File: src/rtl/mem_wb_stage_reg.sv
// MEM->WB pipeline register for the five-stage MIPS core.
// Holds the memory-stage results for one cycle before register-file write-back.
// It supports stall and flush, a valid bit, and write-enable gating.
// It also keeps saturating retire/bubble performance counters.
module mem_wb_stage_reg #(
    parameter int              DATA_W        = 32,
    parameter int              REG_AW        = 5,
    parameter int              PC_W          = 32,
    parameter logic [PC_W-1:0] RESET_PC      = PC_W'(32'h00003000),
    parameter bit              FLUSH_KEEP_PC = 1'b0,
    parameter int              CNT_W         = 32
) (
    input  logic              clk,
    input  logic              reset,
    input  logic              clr,
    input  logic              stall,
    input  logic              cnt_clr,
    input  logic              validM,
    input  logic [DATA_W-1:0] rdataM,
    input  logic [DATA_W-1:0] addM,
    input  logic [REG_AW-1:0] rt_rdM,
    input  logic              weM,
    input  logic [PC_W-1:0]   PCM,
    output logic              validW,
    output logic [DATA_W-1:0] rdataW,
    output logic [DATA_W-1:0] addW,
    output logic [REG_AW-1:0] rt_rdW,
    output logic              weW,
    output logic [PC_W-1:0]   PCW,
    output logic [CNT_W-1:0]  retire_cnt,
    output logic [CNT_W-1:0]  bubble_cnt
);

    logic              valid_q, valid_d;
    logic [DATA_W-1:0] rdata_q, rdata_d;
    logic [DATA_W-1:0] add_q,   add_d;
    logic [REG_AW-1:0] rtRd_q,  rtRd_d;
    logic              we_q,    we_d;
    logic [PC_W-1:0]   pc_q,    pc_d;
    logic [CNT_W-1:0]  retireCnt_q, retireCnt_d;
    logic [CNT_W-1:0]  bubbleCnt_q, bubbleCnt_d;
    logic              retireEvt;

    // Stage next-state: flush beats stall, stall beats a normal load
    always_comb begin
        valid_d = valid_q;
        rdata_d = rdata_q;
        add_d   = add_q;
        rtRd_d  = rtRd_q;
        we_d    = we_q;
        pc_d    = pc_q;
        if (clr) begin
            valid_d = 1'b0;
            rdata_d = '0;
            add_d   = '0;
            rtRd_d  = '0;
            we_d    = 1'b0;
            pc_d    = FLUSH_KEEP_PC ? pc_q : RESET_PC;
        end else if (!stall) begin
            valid_d = validM;
            rdata_d = rdataM;
            add_d   = addM;
            rtRd_d  = rt_rdM;
            we_d    = weM;
            pc_d    = PCM;
        end
    end

    // Counter next-state: each edge is either a retire or a bubble; counts saturate
    always_comb begin
        retireEvt   = !clr && !stall && validM;
        retireCnt_d = retireCnt_q;
        bubbleCnt_d = bubbleCnt_q;
        if (cnt_clr) begin
            retireCnt_d = '0;
            bubbleCnt_d = '0;
        end else if (retireEvt) begin
            if (retireCnt_q != {CNT_W{1'b1}}) begin
                retireCnt_d = retireCnt_q + CNT_W'(1);
            end
        end else begin
            if (bubbleCnt_q != {CNT_W{1'b1}}) begin
                bubbleCnt_d = bubbleCnt_q + CNT_W'(1);
            end
        end
    end

    // State registers with asynchronous reset
    always_ff @(posedge clk or posedge reset) begin
        if (reset) begin
            valid_q     <= 1'b0;
            rdata_q     <= '0;
            add_q       <= '0;
            rtRd_q      <= '0;
            we_q        <= 1'b0;
            pc_q        <= RESET_PC;
            retireCnt_q <= '0;
            bubbleCnt_q <= '0;
        end else begin
            valid_q     <= valid_d;
            rdata_q     <= rdata_d;
            add_q       <= add_d;
            rtRd_q      <= rtRd_d;
            we_q        <= we_d;
            pc_q        <= pc_d;
            retireCnt_q <= retireCnt_d;
            bubbleCnt_q <= bubbleCnt_d;
        end
    end

    // Bubbles and writes to $0 must never reach the register file
    assign weW        = we_q && valid_q && (rtRd_q != '0);
    assign validW     = valid_q;
    assign rdataW     = rdata_q;
    assign addW       = add_q;
    assign rt_rdW     = rtRd_q;
    assign PCW        = pc_q;
    assign retire_cnt = retireCnt_q;
    assign bubble_cnt = bubbleCnt_q;

endmodule

File: config.mk
export PLATFORM = sky130hd
export DESIGN_NAME = mem_wb_stage_reg
export DESIGN_NICKNAME = d
export VERILOG_FILES = /design/src/rtl/mem_wb_stage_reg.sv
export SDC_FILE = /design/constraint.sdc
export NUM_CORES = 1
export LEC_CHECK = 0
export BUFFER_PORTS_ARGS = -buffer_cell sky130_fd_sc_hd__buf_2
export CAP_MARGIN = 20
export CORE_ASPECT_RATIO = 0.9
export CORE_MARGIN = 2
export CORE_UTILIZATION = 50
export CTS_CLUSTER_DIAMETER = 150
export CTS_CLUSTER_SIZE = 24
export DETAILED_ROUTE_END_ITERATION = 8
export PLACE_DENSITY_LB_ADDON = 0.25
export SLEW_MARGIN = 20
export SYNTH_ARGS = -nofsm -noshare
export SYNTH_HDL_FRONTEND = slang
export SYNTH_SLANG_ARGS = --single-unit
File: constraint.sdc
create_clock -name clk -period 9 [get_ports clk]
set_clock_uncertainty 0.15 [all_clocks]
set_input_delay 1.8 -clock clk [delete_from_list [all_inputs] [get_ports clk]]
set_output_delay 1.8 -clock clk [all_outputs]
set_load 0.05 [all_outputs]
==> run_summary.xml <==
<?xml version="1.0" encoding="UTF-8"?>
<metrics>
  <group name="critical_path">
    <metric name="endpoint_kind" unit="">flip-flop</metric>
    <metric name="cp_arrival" unit="ns">4.25</metric>
    <metric name="crit_required" unit="ns">9.15</metric>
    <metric name="crit_path_start_kind" unit="">input pin</metric>
    <metric name="critical_path_buf_inv_count" unit="">1</metric>
    <metric name="slowest_stage" unit="">or3b_1</metric>
    <metric name="path_delay_family" unit="">simple AND/OR/NAND/NOR gates</metric>
    <metric name="timing.critical_path.fanout_max" unit="">46</metric>
    <metric name="type_of_the_worst_setup_path" unit="">input pin to flip-flop</metric>
    <metric name="slowest_delay" unit="ns">0.66</metric>
    <metric name="path_cells" unit="">buf_6 -&gt; or3b_1 -&gt; nor3_2 -&gt; nand3_1 -&gt; nor4_1 -&gt; mux2_2</metric>
  </group>
  <group name="final_layout">
    <metric name="postLayoutCoreUtil" unit="">0.6446</metric>
    <metric name="finish.net_count" unit="">1111</metric>
    <metric name="final_layout_size_suffix_gt1_frac" unit="">0.3264</metric>
    <metric name="antenna_cells_inserted" unit="">0</metric>
    <metric name="layout.filler_cells" unit="">1276</metric>
    <metric name="multi_input_combinational_cell_area" unit="sq um">3441</metric>
    <metric name="regArea" unit="sq um">4182</metric>
    <metric name="area_delta_synth_final" unit="%">26.40</metric>
  </group>
  <group name="yosys">
    <metric name="syn_nets" unit="">856</metric>
    <metric name="synthXorXnorAreaFrac" unit="">0.01792</metric>
    <metric name="synth.most_common_cell" unit="">dfrtp_1</metric>
    <metric name="post_synth_and_or_nand_nor_area_fraction" unit="">0.1955</metric>
    <metric name="synthesized_area" unit="sq um">7820</metric>
    <metric name="synth.top_cells.by_count" unit="">165 x dfrtp_1, 134 x nor2_1, 103 x mux2i_1</metric>
    <metric name="synthesis.area_per_instance" unit="sq um">10.48</metric>
    <metric name="top_ff_cell_synth" unit="">dfrtp_1</metric>
    <metric name="count_of_flip_flops_with_a_built_in_enable_after_synthesis" unit="">0</metric>
    <metric name="number_of_cells_produced_by_synthesis" unit="">746</metric>
    <metric name="combinational_family_with_the_most_area_after_synthesis" unit="">simple AND/OR/NAND/NOR gates</metric>
    <metric name="yosys_warnings" unit="">0</metric>
    <metric name="synth.distinct_cells" unit="">53</metric>
    <metric name="asyncSetResetFlopFracSynth" unit="">1.000</metric>
    <metric name="post_synth_main_area_contributors" unit="">dfrtp_1 53%, mux2i_1 13%, nor2_1 6.4%</metric>
    <metric name="netlist.top_cell.by_area" unit="">dfrtp_1</metric>
    <metric name="post_synth_mux_area_share" unit="">0.1376</metric>
    <metric name="synth_top_cell_area_share" unit="">0.5280</metric>
    <metric name="synth_compound_area_frac" unit="">0.08496</metric>
    <metric name="synthAdderAreaFrac" unit="">0.003200</metric>
    <metric name="synth.yosys.seq_area_share" unit="">0.5347</metric>
    <metric name="ys_ff_latch" unit="">167</metric>
  </group>
  <group name="worst_hold_path">
    <metric name="hold_path.class" unit="">flip-flop to flip-flop</metric>
  </group>
  <group name="sta">
    <metric name="worst_slew_pin_slew" unit="ns">1.023</metric>
    <metric name="finalSetupViolCount" unit="">0</metric>
    <metric name="final.min_clock_period" unit="ns">4.094</metric>
    <metric name="rsz_0062_raised_after_global_routing" unit="">false</metric>
    <metric name="post-route-period-util" unit="">0.4548</metric>
    <metric name="finalHoldViolations" unit="">0</metric>
    <metric name="timing_max_transition_violations_final" unit="">0</metric>
    <metric name="slew_headroom" unit="">0.3178</metric>
    <metric name="hold-worst-slack" unit="ns">0.3675</metric>
    <metric name="timing_limited_maximum_frequency" unit="MHz">244.3</metric>
    <metric name="final.setup.worst_slack" unit="ns">4.906</metric>
    <metric name="post_route_setup_tns" unit="ns">0</metric>
  </group>
  <group name="floorplan">
    <metric name="boundaryPins" unit="">275</metric>
    <metric name="fp.dieW" unit="microns">135.8</metric>
    <metric name="dieArea" unit="sq um">16660</metric>
    <metric name="placement_rows" unit="">43</metric>
    <metric name="coreArea" unit="sq um">15330</metric>
    <metric name="die-height" unit="microns">122.6</metric>
    <metric name="floorplan.initialDensity" unit="">0.5100</metric>
  </group>
  <group name="drt">
    <metric name="drtAntennaViolNets" unit="">0</metric>
    <metric name="detail_route.iter0.violations" unit="">434</metric>
    <metric name="post_drt_via_cell_ratio" unit="">5.443</metric>
    <metric name="drc" unit="">0</metric>
    <metric name="routed_wl" unit="microns">19270</metric>
    <metric name="detail_route.wl_per_cell" unit="microns">15.84</metric>
    <metric name="detailedRoute.firstPassIterationCount" unit="">6</metric>
    <metric name="num_vias" unit="">6619</metric>
  </group>
  <group name="power_and_ir_drop">
    <metric name="clockPowerShare" unit="">0.401</metric>
    <metric name="total_switching_power" unit="mW">0.4937</metric>
    <metric name="p_leak" unit="nW">4.998</metric>
    <metric name="power.ir.vdd_worst" unit="mV">0.1296</metric>
    <metric name="seq_pwr_share" unit="">0.458</metric>
    <metric name="internal-power" unit="mW">1.244</metric>
    <metric name="power.combinational.fraction" unit="">0.141</metric>
    <metric name="power_switching_share" unit="">0.2842</metric>
    <metric name="power.density" unit="nW/um^2">175.8</metric>
  </group>
  <group name="clocking">
    <metric name="ctsLongestPathBuffers" unit="">2</metric>
    <metric name="clkLatencyLatePin" unit="ns">0.42</metric>
    <metric name="clock_sink_count" unit="">167</metric>
    <metric name="path_clk_slew" unit="ns">0.06</metric>
    <metric name="cts_setup_buffers" unit="">0</metric>
    <metric name="tritoncts_clock_tree" unit="">done</metric>
    <metric name="cts_made_buffers" unit="">17</metric>
    <metric name="post_cts_sizing" unit="">0</metric>
    <metric name="clock-root-buffer" unit="">clkbuf_16</metric>
    <metric name="holdBufCountCts" unit="">0</metric>
    <metric name="cts-htree-levels" unit="">4</metric>
  </group>
  <group name="global_routing">
    <metric name="antenna_found_initial" unit="">1</metric>
    <metric name="gr-total-overflow" unit="">0</metric>
    <metric name="grt_pass1_wl" unit="microns">30870</metric>
    <metric name="grt_usage" unit="">0.2335</metric>
    <metric name="grt_start_max_net_pins" unit="">88</metric>
    <metric name="first_global_vias" unit="">6165</metric>
  </group>
  <group name="run">
    <metric name="drv_cap" unit="">0</metric>
  </group>
  <group name="placed_design">
    <metric name="detailedPlace.worstSlack" unit="ns">4.490</metric>
    <metric name="place.detailed.hpwl" unit="microns">13330</metric>
    <metric name="total_of_buffers_placed_on_input_and_output_ports" unit="">274</metric>
    <metric name="globalplace.congestion" unit="">0.8578</metric>
  </group>
  <group name="status">
    <metric name="status" unit="">finished, final reports clean</metric>
  </group>
</metrics>
## routing by layer
| layer | vias to the layer above | global-route usage | part of all wire |
|---|---|---|---|
| li1 | 3193 | - | - |
| met1 | 3198 | 0.3142 | 0.44 |
| met2 | 198 | 0.3627 | 0.47 |
| met3 | 30 | 0.07022 | 0.069 |
| met4 | 0 | 0.07943 | 0.019 |
| met5 | - | 0 | 0 |
## cells in the final DEF (no fill, tap or decap), drive strengths merged, types with 14 or more instances in the layout
cell,count
nor3,14
nand3,25
mux2i,103
or4,19
clkbuf,22
nand4,21
nand2,29
dfrtp,165
nor2,134
a21oi,45
o31ai,17
or3,27
o21ai,20
buf,279
## cell families (layout without fill, tap and decap cells)
logic type	after synthesis	count (layout)
simple gates	304	304
xor+xnor	16	16
mux	107	107
compound gates	101	101
flops	167	167
buf+inv	49	317
fa+ha+maj	2	2
## state kept, by name (all words and copies together), names as in the netlist
| register | cells |
|---|---|
| rt_rdW | 5 |
| addW | 32 |
| bubble_cnt | 32 |
| validW | 1 |
| we_q | 1 |
| retire_cnt | 32 |
| PCW | 32 |
| rdataW | 32 |
## per-stage QoR
stage | power [mW] | area (sq um) | std cells
finish | 1.737 | 9884 | 1216
global route | 1.810 | 9884 | 1216
CTS | 1.754 | 9881 | 1216
detailed placement | 1.057 | 9320 | 1184
global placement | 1.055 | 9320 | 1184
floorplan | 0.9841 | 7820 | 746
## power groups by stage
stage                     Sequential (mW)  Clock [mW]  Combinational (mW)
after global placement              0.809           0               0.246
after floorplan                     0.907           0              0.0776
after global routing                0.799       0.748               0.262
after CTS                           0.796       0.710               0.248
final                               0.796       0.697               0.245
after detailed placement            0.809           0               0.248
## layout make-up
type	instances	area share
multi-input cells	530	0.3481
flip-flops and latches	167	0.4230
clock inverters	10	0.009747
inverters	6	0.002785
repair buffers	279	0.1438
clock buffers	22	0.04696
well taps	202	0.02557
## worst register-to-register path, cell delays in order, from the launching register on
cell	delay [ns]
dfrtp_1	0.46
nand4_2	0.23
or4_1	0.75
o311ai_4	0.55
nor3_1	0.12
mux2_1	0.33
## path summary, 6_finish.rpt
path	startpoint	endpoint	slack, ns	depth (start not counted)
setup / recovery	stall	retire_cnt[25]	4.91	6
hold / removal	PCW[18]	PCW[18]	0.37	2
setup reg to reg	bubble_cnt[16]	bubble_cnt[21]	6.29	5
hold reg to reg	PCW[18]	PCW[18]	0.37	2
max in group asynchronous	reset	bubble_cnt[13]	6.15	3
min in group asynchronous	reset	addW[14]	1.36	2
(Power assumes the default switching activity.)
